`src/rtl/y_tdm_pkg.sv`:
```
// Shared types and helpers for the TDM demultiplexer.
// Holds the frame FSM state encoding and the channel-counter width rule.
package y_tdm_pkg;

   typedef enum logic [1:0] {
      IDLE = 2'd0,
      RUN  = 2'd1,
      HOLD = 2'd2
   } state_e;

   // A counter that can name every channel; never narrower than one bit.
   function automatic int cnt_width(input int channels);
      return (channels > 2) ? $clog2(channels) : 1;
   endfunction

endpackage

```
`src/rtl/y_chan_decode.sv`:
```
// One-hot channel write-enable decoder: the demux counterpart of yMux1.
// Purely combinational; drives exactly one enable when en_i is high.
module y_chan_decode
   import y_tdm_pkg::*;
#(
   parameter int CHANNELS = 4,
   localparam int CW = cnt_width(CHANNELS)
) (
   input  logic [CW-1:0]       sel_i,
   input  logic                en_i,
   output logic [CHANNELS-1:0] we_o
);

   always_comb begin
      // NOTE: default every output first so no path can infer a latch.
      we_o = '0;
      if (en_i) we_o[sel_i] = 1'b1;
   end

endmodule

```
`src/rtl/y_demux_tdm.sv`:
```
// Registered TDM demultiplexer: steers a framed muxed word stream into
// per-channel registers and holds each complete frame until acknowledged.
module y_demux_tdm
   import y_tdm_pkg::*;
#(
   parameter int WIDTH    = 1,
   parameter int CHANNELS = 4
) (
   input  logic                      clk,
   input  logic                      rst_n,
   input  logic                      in_valid,
   input  logic [WIDTH-1:0]          in_data,
   input  logic                      in_sof,
   output logic                      in_ready,
   output logic [CHANNELS*WIDTH-1:0] out_data,
   output logic [CHANNELS-1:0]       out_valid,
   output logic                      frame_valid,
   input  logic                      out_ack,
   output logic                      sync_err
);

   localparam int CW = cnt_width(CHANNELS);
   localparam logic [CW-1:0] LAST = CW'(CHANNELS - 1);

   state_e              state_q, state_d;
   logic [CW-1:0]       cnt_q, cnt_d;
   logic [CHANNELS-1:0] valid_q, valid_d;
   logic                sync_err_q, sync_err_d;
   logic [WIDTH-1:0]    data_q [CHANNELS];

   logic                accept;
   logic                wr_en;
   logic [CW-1:0]       wr_sel;
   logic [CHANNELS-1:0] we;

   assign accept = in_valid && in_ready;
   // An sof always targets channel 0; plain words only land while in RUN.
   assign wr_en  = accept && (in_sof || (state_q == RUN));
   assign wr_sel = in_sof ? '0 : cnt_q;

   y_chan_decode #(.CHANNELS(CHANNELS)) u_decode (
      .sel_i (wr_sel),
      .en_i  (wr_en),
      .we_o  (we)
   );

   always_ff @(posedge clk or negedge rst_n) begin
      // NOTE: sequential state uses non-blocking assignments only.
      if (!rst_n) state_q <= IDLE;
      else        state_q <= state_d;
   end

   always_comb begin
      state_d = state_q;
      unique case (state_q)
         IDLE:    if (accept && in_sof) state_d = RUN;
         RUN:     if (accept && !in_sof && (cnt_q == LAST)) state_d = HOLD;
         HOLD:    if (out_ack) state_d = IDLE;
         default: state_d = IDLE;
      endcase
   end

   always_comb begin
      in_ready    = (state_q != HOLD);
      frame_valid = (state_q == HOLD);
   end

   always_comb begin
      cnt_d      = cnt_q;
      valid_d    = valid_q;
      sync_err_d = 1'b0;
      if (accept) begin
         if (in_sof) begin
            cnt_d      = CW'(1);
            valid_d    = we;
            sync_err_d = (state_q == RUN);
         end else if (state_q == RUN) begin
            cnt_d   = (cnt_q == LAST) ? cnt_q : cnt_q + 1'b1;
            valid_d = valid_q | we;
         end else begin
            sync_err_d = 1'b1;
         end
      end
      if ((state_q == HOLD) && out_ack) begin
         cnt_d   = '0;
         valid_d = '0;
      end
   end

   always_ff @(posedge clk or negedge rst_n) begin
      if (!rst_n) begin
         cnt_q      <= '0;
         valid_q    <= '0;
         sync_err_q <= 1'b0;
      end else begin
         cnt_q      <= cnt_d;
         valid_q    <= valid_d;
         sync_err_q <= sync_err_d;
      end
   end

   // NOTE: channel registers are reset too, because out_data must read zero
   // after reset rather than stale contents.
   always_ff @(posedge clk or negedge rst_n) begin
      if (!rst_n) begin
         for (int k = 0; k < CHANNELS; k++) data_q[k] <= '0;
      end else begin
         for (int k = 0; k < CHANNELS; k++)
            if (we[k]) data_q[k] <= in_data;
      end
   end

   for (genvar k = 0; k < CHANNELS; k++) begin : g_out
      assign out_data[k*WIDTH +: WIDTH] = data_q[k];
   end

   assign out_valid = valid_q;
   assign sync_err  = sync_err_q;

endmodule
```
`config.mk`:
```
export PLATFORM = sky130hd
export DESIGN_NAME = y_demux_tdm
export DESIGN_NICKNAME = d
export VERILOG_FILES = /design/src/rtl/y_tdm_pkg.sv /design/src/rtl/y_chan_decode.sv /design/src/rtl/y_demux_tdm.sv
export SDC_FILE = /design/constraint.sdc
export NUM_CORES = 1
export LEC_CHECK = 0
export CAP_MARGIN = 20
export CORE_UTILIZATION = 30
export CTS_CLUSTER_SIZE = 12
export DETAILED_ROUTE_END_ITERATION = 10
export PLACE_DENSITY_LB_ADDON = 0.1
export SYNTH_ARGS = -nofsm -noshare
export SYNTH_HDL_FRONTEND = slang
export SYNTH_SLANG_ARGS = --single-unit
export TNS_END_PERCENT = 100
```
`constraint.sdc`:
```
create_clock -name clk -period 3.5 [get_ports clk]
set_input_delay 1.05 -clock clk [delete_from_list [all_inputs] [get_ports clk]]
set_output_delay 1.05 -clock clk [all_outputs]
set_load 0.01 [all_outputs]
```
Word level (Yosys, flattened, before mapping) --
Index checks and enable logic that the tools add are counted. Widths: inputs -> output; s select.
Operators by class: multiplexer cells 20, reduce and logical (&&, ||, !) cells 15, $add $sub $neg 1, bitwise gates (word level) 1, equal/unequal tests 8, magnitude comparators 2
Operator list (count):
- $mux 4 | 5
- $mux 2 | 9
- $logic_and 1x1->1 | 7
- $pmux 2 s3 | 1
- $reduce_and 3->1 | 2
- $eq 2x2->1 const B | 2
- $mux 1 | 4
- $ne 2x1->1 const B | 2
- $ne 2x2->1 const B | 2
- $or 4x4->4 | 1
- $lt 2x3->1 const B | 1
- $ne 3x2->1 const B | 1
- $reduce_bool 3->1 | 1
- $add 2x1->2 const B | 1
- $demux 1 s2 | 1
- $eq 2x1->1 const B | 1
- $ge 2x1->1 const B | 1
- $logic_not 2->1 | 1
- $reduce_and 2->1 | 1
- $reduce_bool 2->1 | 1
- $logic_not 1->1 | 1
- $logic_or 1x1->1 | 1
Word-level totals: register bits 13

Depth between registers and ports, before layout --
depth after elaboration 11, gate-level depth with buffers 7

By module --
Synthesis repeated with hierarchy kept, for this count alone.
Unflattened totals: cells, all modules 55, area total of the unflattened synthesis 663.1 µm²
By module, submodules not included:
- y_demux_tdm | instances 1, cells an instance 51, area an instance 625.6 µm²
- y_chan_decode | instances 1, cells an instance 4, area an instance 37.5 µm²

Worst setup path before layout --
OpenSTA, ideal clock, no wires.
kind input to register, start point input in_sof, end point register data_q (netlist bit out_data[3]), slack 1193 ps, data required time 3373 ps, setup time 127 ps, stages on the path 7, data arrival time 2180 ps, path through buf_4 -> inv_1 -> ha_1 -> and2b_1 -> buf_6 -> nand4_1 -> mux2_1
On the way: longest elaborated chain between the ends 6
RTL lines:
- from (decl) | RTL line y_demux_tdm.sv:13 | input logic in_sof,
- $mux 2 | RTL line y_demux_tdm.sv:39 | assign wr_sel = in_sof ? '0 : cnt_q;
- $lt 2x3->1 (not written as such) / $ge 2x1->1 (equally long branches) | RTL line y_chan_decode.sv:17 | if (en_i) we_o[sel_i] = 1'b1;
- $logic_and 1x1->1 (not written as such) | RTL line y_chan_decode.sv:17
- $mux 1 (not written as such) | RTL line y_chan_decode.sv:17
- $demux 1 s2
- $mux 4 * | RTL line y_chan_decode.sv:17
- to (signal, indexed assignment) | RTL line y_demux_tdm.sv:109 | if (we[k]) data_q[k] <= in_data;
- to (decl) | RTL line y_demux_tdm.sv:29 | logic [WIDTH-1:0] data_q [CHANNELS];
Every way passes the cells marked *; elsewhere a longest branch is shown, timed or not. A chain may end at the register's enable or synchronous reset.

Worst setup path in the final report --
start point register state_q[1], end point output in_ready
On the way: longest elaborated chain between the ends 1
RTL lines:
- from (decl) | RTL line y_demux_tdm.sv:25 | state_e state_q, state_d;
- from (signal assigned) | RTL line y_demux_tdm.sv:50 | else state_q <= state_d;
- $ne 2x2->1 | RTL line y_demux_tdm.sv:64 | in_ready = (state_q != HOLD);
- to (decl) | RTL line y_demux_tdm.sv:14 | output logic in_ready,
Every way passes these cells.

==> summary.md <==
| Metric | Value |
|---|---|
| Outcome | finished clean |
| Seq/Total Area, Yosys | 0.456 |
| Initial antenna violation count | 0 |
| Number of endpoints with negative hold slack in the final report | 0 |
| Crit path launch type | flop |
| Worst Hold Class | flop to flop |
| Sequential Area | 325 um2 |
| First-pass GRT wire length | 2.54 mm |
| Starting density of the core | 0.319 |
| Wire length on met1 | 727 um |
| Chip height | a little over 50 um |
| Residual antenna-violating net count after detailed routing | 0 |
| Final count of pins violating max slew | 0 |
| Final critical-path required period | 2590 ps |
| Path type of the worst setup path | flop to output port |
| Global routing usage summed across all routing layers | 0.137 |
| Number of rows created at floorplan | 17 |
| Ports placed on the boundary | 17 |
| Setup repair after global routing missed its margin | false |
| Maximum fanout along the worst path | 12 |
| Setup violators final | 0 |
| Area of the mapped netlist | 713 um2 |
| Critical register-to-register path startpoint | state_q[0]$_DFFE_PN0P_ |
| Largest net degree at the start of global routing | 14 |
| Die footprint | 0.00258 mm2 |
| Signed area change from the synthesized netlist to the final layout | 27.4% |
| Number of CTS-inserted buffers | 3 |
| Count of cell types in the netlist | 33 |
| DR vias | 517 |
| Critical path arrival | 1540 ps |
| Clock sink total | 13 |
| Number of antenna repair diodes | 0 |
| Path depth of the worst reg2reg path | 5 |
| CTS tree | yes |
| Fraction of final layout cells sized beyond drive strength 1 | 0.150 |
| Final worst path period share | 0.740 |
| Detailed Place HPWL | 1.07 mm |
| Gr ovfl total | 0 |
| Final nets | between 80 and 90 |
| Number of violations of the max-capacitance limit | 0 |
| Detailed-route wire length | 1.43 mm |
| Footprint of the multi-input gates | 337 um2 |
| Commonest non-fill, non-tap cell in the layout | clkdlybuf4s50_1 |
| Total power density per cell area | 707 mW/mm2 |
| Highest clock rate | 0.386 GHz |
| Critical path launch point | state_q[1]$_DFFE_PN0P_ |
| Clock latency at the later pin of the worst-skew pair | ~270 ps |
| Average routed wire per standard cell | between 10 and 15 um |
| Core Region | 0.00223 mm2 |
| Post-synth net total | 70 |
| Transition time at the pin with the least slew margin | approximately 570 ps |
| Data required, critical path | about 2500 ps |
| Top library cells by usage in the layout, fill and taps aside | clkdlybuf4s50_1, dfrtp_1, nor2_1 |
| Number of storage elements in the synthesis netlist | 13 |
| Top routing layer in use | met4 |
| Kind of end point of the critical path | output port |
| # hold bufs at CTS | 0 |
| Clock root buffer | clkbuf_4 |
| Worst hold stages | 1 |
| Leakage | 0.387 nW |
| Worst IR drop on VDD | 268 uV |
| Width of the die | 50.8 um |
| Number of port buffers | 16 |
| Pre-Repair DR Iteration Count | 4 |
| Count of yosys warnings during synthesis | 0 |
| Final setup margin | 911 ps |
| Syn Area/Cell | 11.5 um2 |
| Post-synthesis instance total | between 60 and 70 |
| Number of global-route vias before repair | 545 |
| Total of cells resized after clock tree synthesis | 0 |
| Pre-CTS setup slack | 644 ps |
| Setup Skew | 4.76 ps |
| Capturing point of the worst reg2reg path | out_data[3]$_DFFE_PN0P_ |
| DRC Markers | 0 |
| Slew HR | 0.621 |
| Worst Setup EP | in_ready |
| Fin Setup TNS | 0 ps |
| Number of buffers on the longest clock path | 2 |
| Total setup buffers inserted after CTS | 0 |
| Met2 routed WL | 647 um |
| Initial DRC count | 7 |
| Reg2Reg Setup Slack | 1570 ps |
| Clock transition at path regs | around 80 ps |
| WL met3 | 44 um |
| Last weighted congestion value of the routability-driven placer | 0.676 |
| Number of vias per cell after detailed routing | ~4.8 |
| Total number of H-tree levels | 1 |
| Layout fillers | 233 |
synth_stat cells:
master / instances / area share
inv_4: 1 / 0.0088
nand4_1: 2 / 0.018
buf_4: 1 / 0.011
buf_8: 1 / 0.021
inv_1: 3 / 0.016
nor2b_1: 2 / 0.018
ha_1: 2 / 0.035
o21ai_0: 2 / 0.014
or2b_1: 2 / 0.021
a22oi_1: 1 / 0.011
o31ai_1: 1 / 0.011
a211oi_1: 1 / 0.011
nand2b_1: 2 / 0.018
mux2_2: 1 / 0.016
o211ai_2: 1 / 0.018
nor2_1: 4 / 0.021
a41oi_1: 2 / 0.025
o32ai_1: 1 / 0.012
nand3_1: 1 / 0.0070
a21oi_1: 1 / 0.0070
dfrtp_1: 13 / 0.46
nand4_2: 1 / 0.018
o21a_1: 1 / 0.011
nand2_1: 3 / 0.016
and2b_1: 1 / 0.011
nor2b_4: 2 / 0.039
a31oi_4: 1 / 0.030
a31oi_1: 1 / 0.0088
mux2_1: 3 / 0.047
nor4_1: 1 / 0.0088
buf_6: 1 / 0.016
nor3b_1: 1 / 0.011
and3b_2: 1 / 0.014
cell type report:
class                      count  area share
inverter                       4      0.0193
sequential                    13       0.358
multi-input combinational     42       0.371
clock buffer                   4      0.0289
timing repair buffer          17       0.185
tap                           28      0.0386
logic make-up after synthesis:
group,share of synthesized area
fa+ha+maj,0.0351
buf+inv,0.0719
simple gates,0.218
mux,0.0632
compound gates,0.156
flops,0.456
registers in the layout, indices dropped and copies added, names as in the netlist:
| signal | cells |
|---|---|
| out_valid | 4 |
| out_data | 4 |
| sync_err | 1 |
| state_q | 2 |
| cnt_q | 2 |
worst min path at each step:
stage | startpoint | to | slack, ps
after CTS | state_q[1]$_DFFE_PN0P_ | state_q[0]$_DFFE_PN0P_ | 470
after detailed placement | state_q[1]$_DFFE_PN0P_ | state_q[0]$_DFFE_PN0P_ | 460
final | state_q[1]$_DFFE_PN0P_ | state_q[0]$_DFFE_PN0P_ | 470
after global routing | state_q[1]$_DFFE_PN0P_ | state_q[0]$_DFFE_PN0P_ | 490
after global placement | state_q[1]$_DFFE_PN0P_ | state_q[0]$_DFFE_PN0P_ | 460
after floorplan | state_q[1]$_DFFE_PN0P_ | state_q[0]$_DFFE_PN0P_ | 440
where the power goes:
group          switching, mW  internal [mW]
clock                 0.0500         0.0441
combinational          0.117          0.165
sequential            0.0558          0.210
total                  0.223          0.420
through the flow:
stage               std cells  utilization  hold WS (ps)  power [mW]  instance area, um2
finish                    108        0.407           471       0.643                 908
CTS                       108        0.407           473       0.650                 908
floorplan                  62            -           435       0.429                 713
global route              108        0.407           492       0.694                 908
global placement          104        0.395           457       0.550                 882
detailed placement        104        0.395           461       0.552                 882
worst max-delay path: stages, from the launching register on:
cell             delay (ps)
dfrtp_1                 410
nor2b_4                 160
inv_4                   140
clkdlybuf4s50_1         560
per-layer routing:
layer	vias to the layer above	track usage
li1	259	-
met1	248	0.204
met2	8	0.180
met3	2	0.0303
met4	0	0.0694
met5	-	0
No activity file was read; power rests on OpenSTA's default activity.
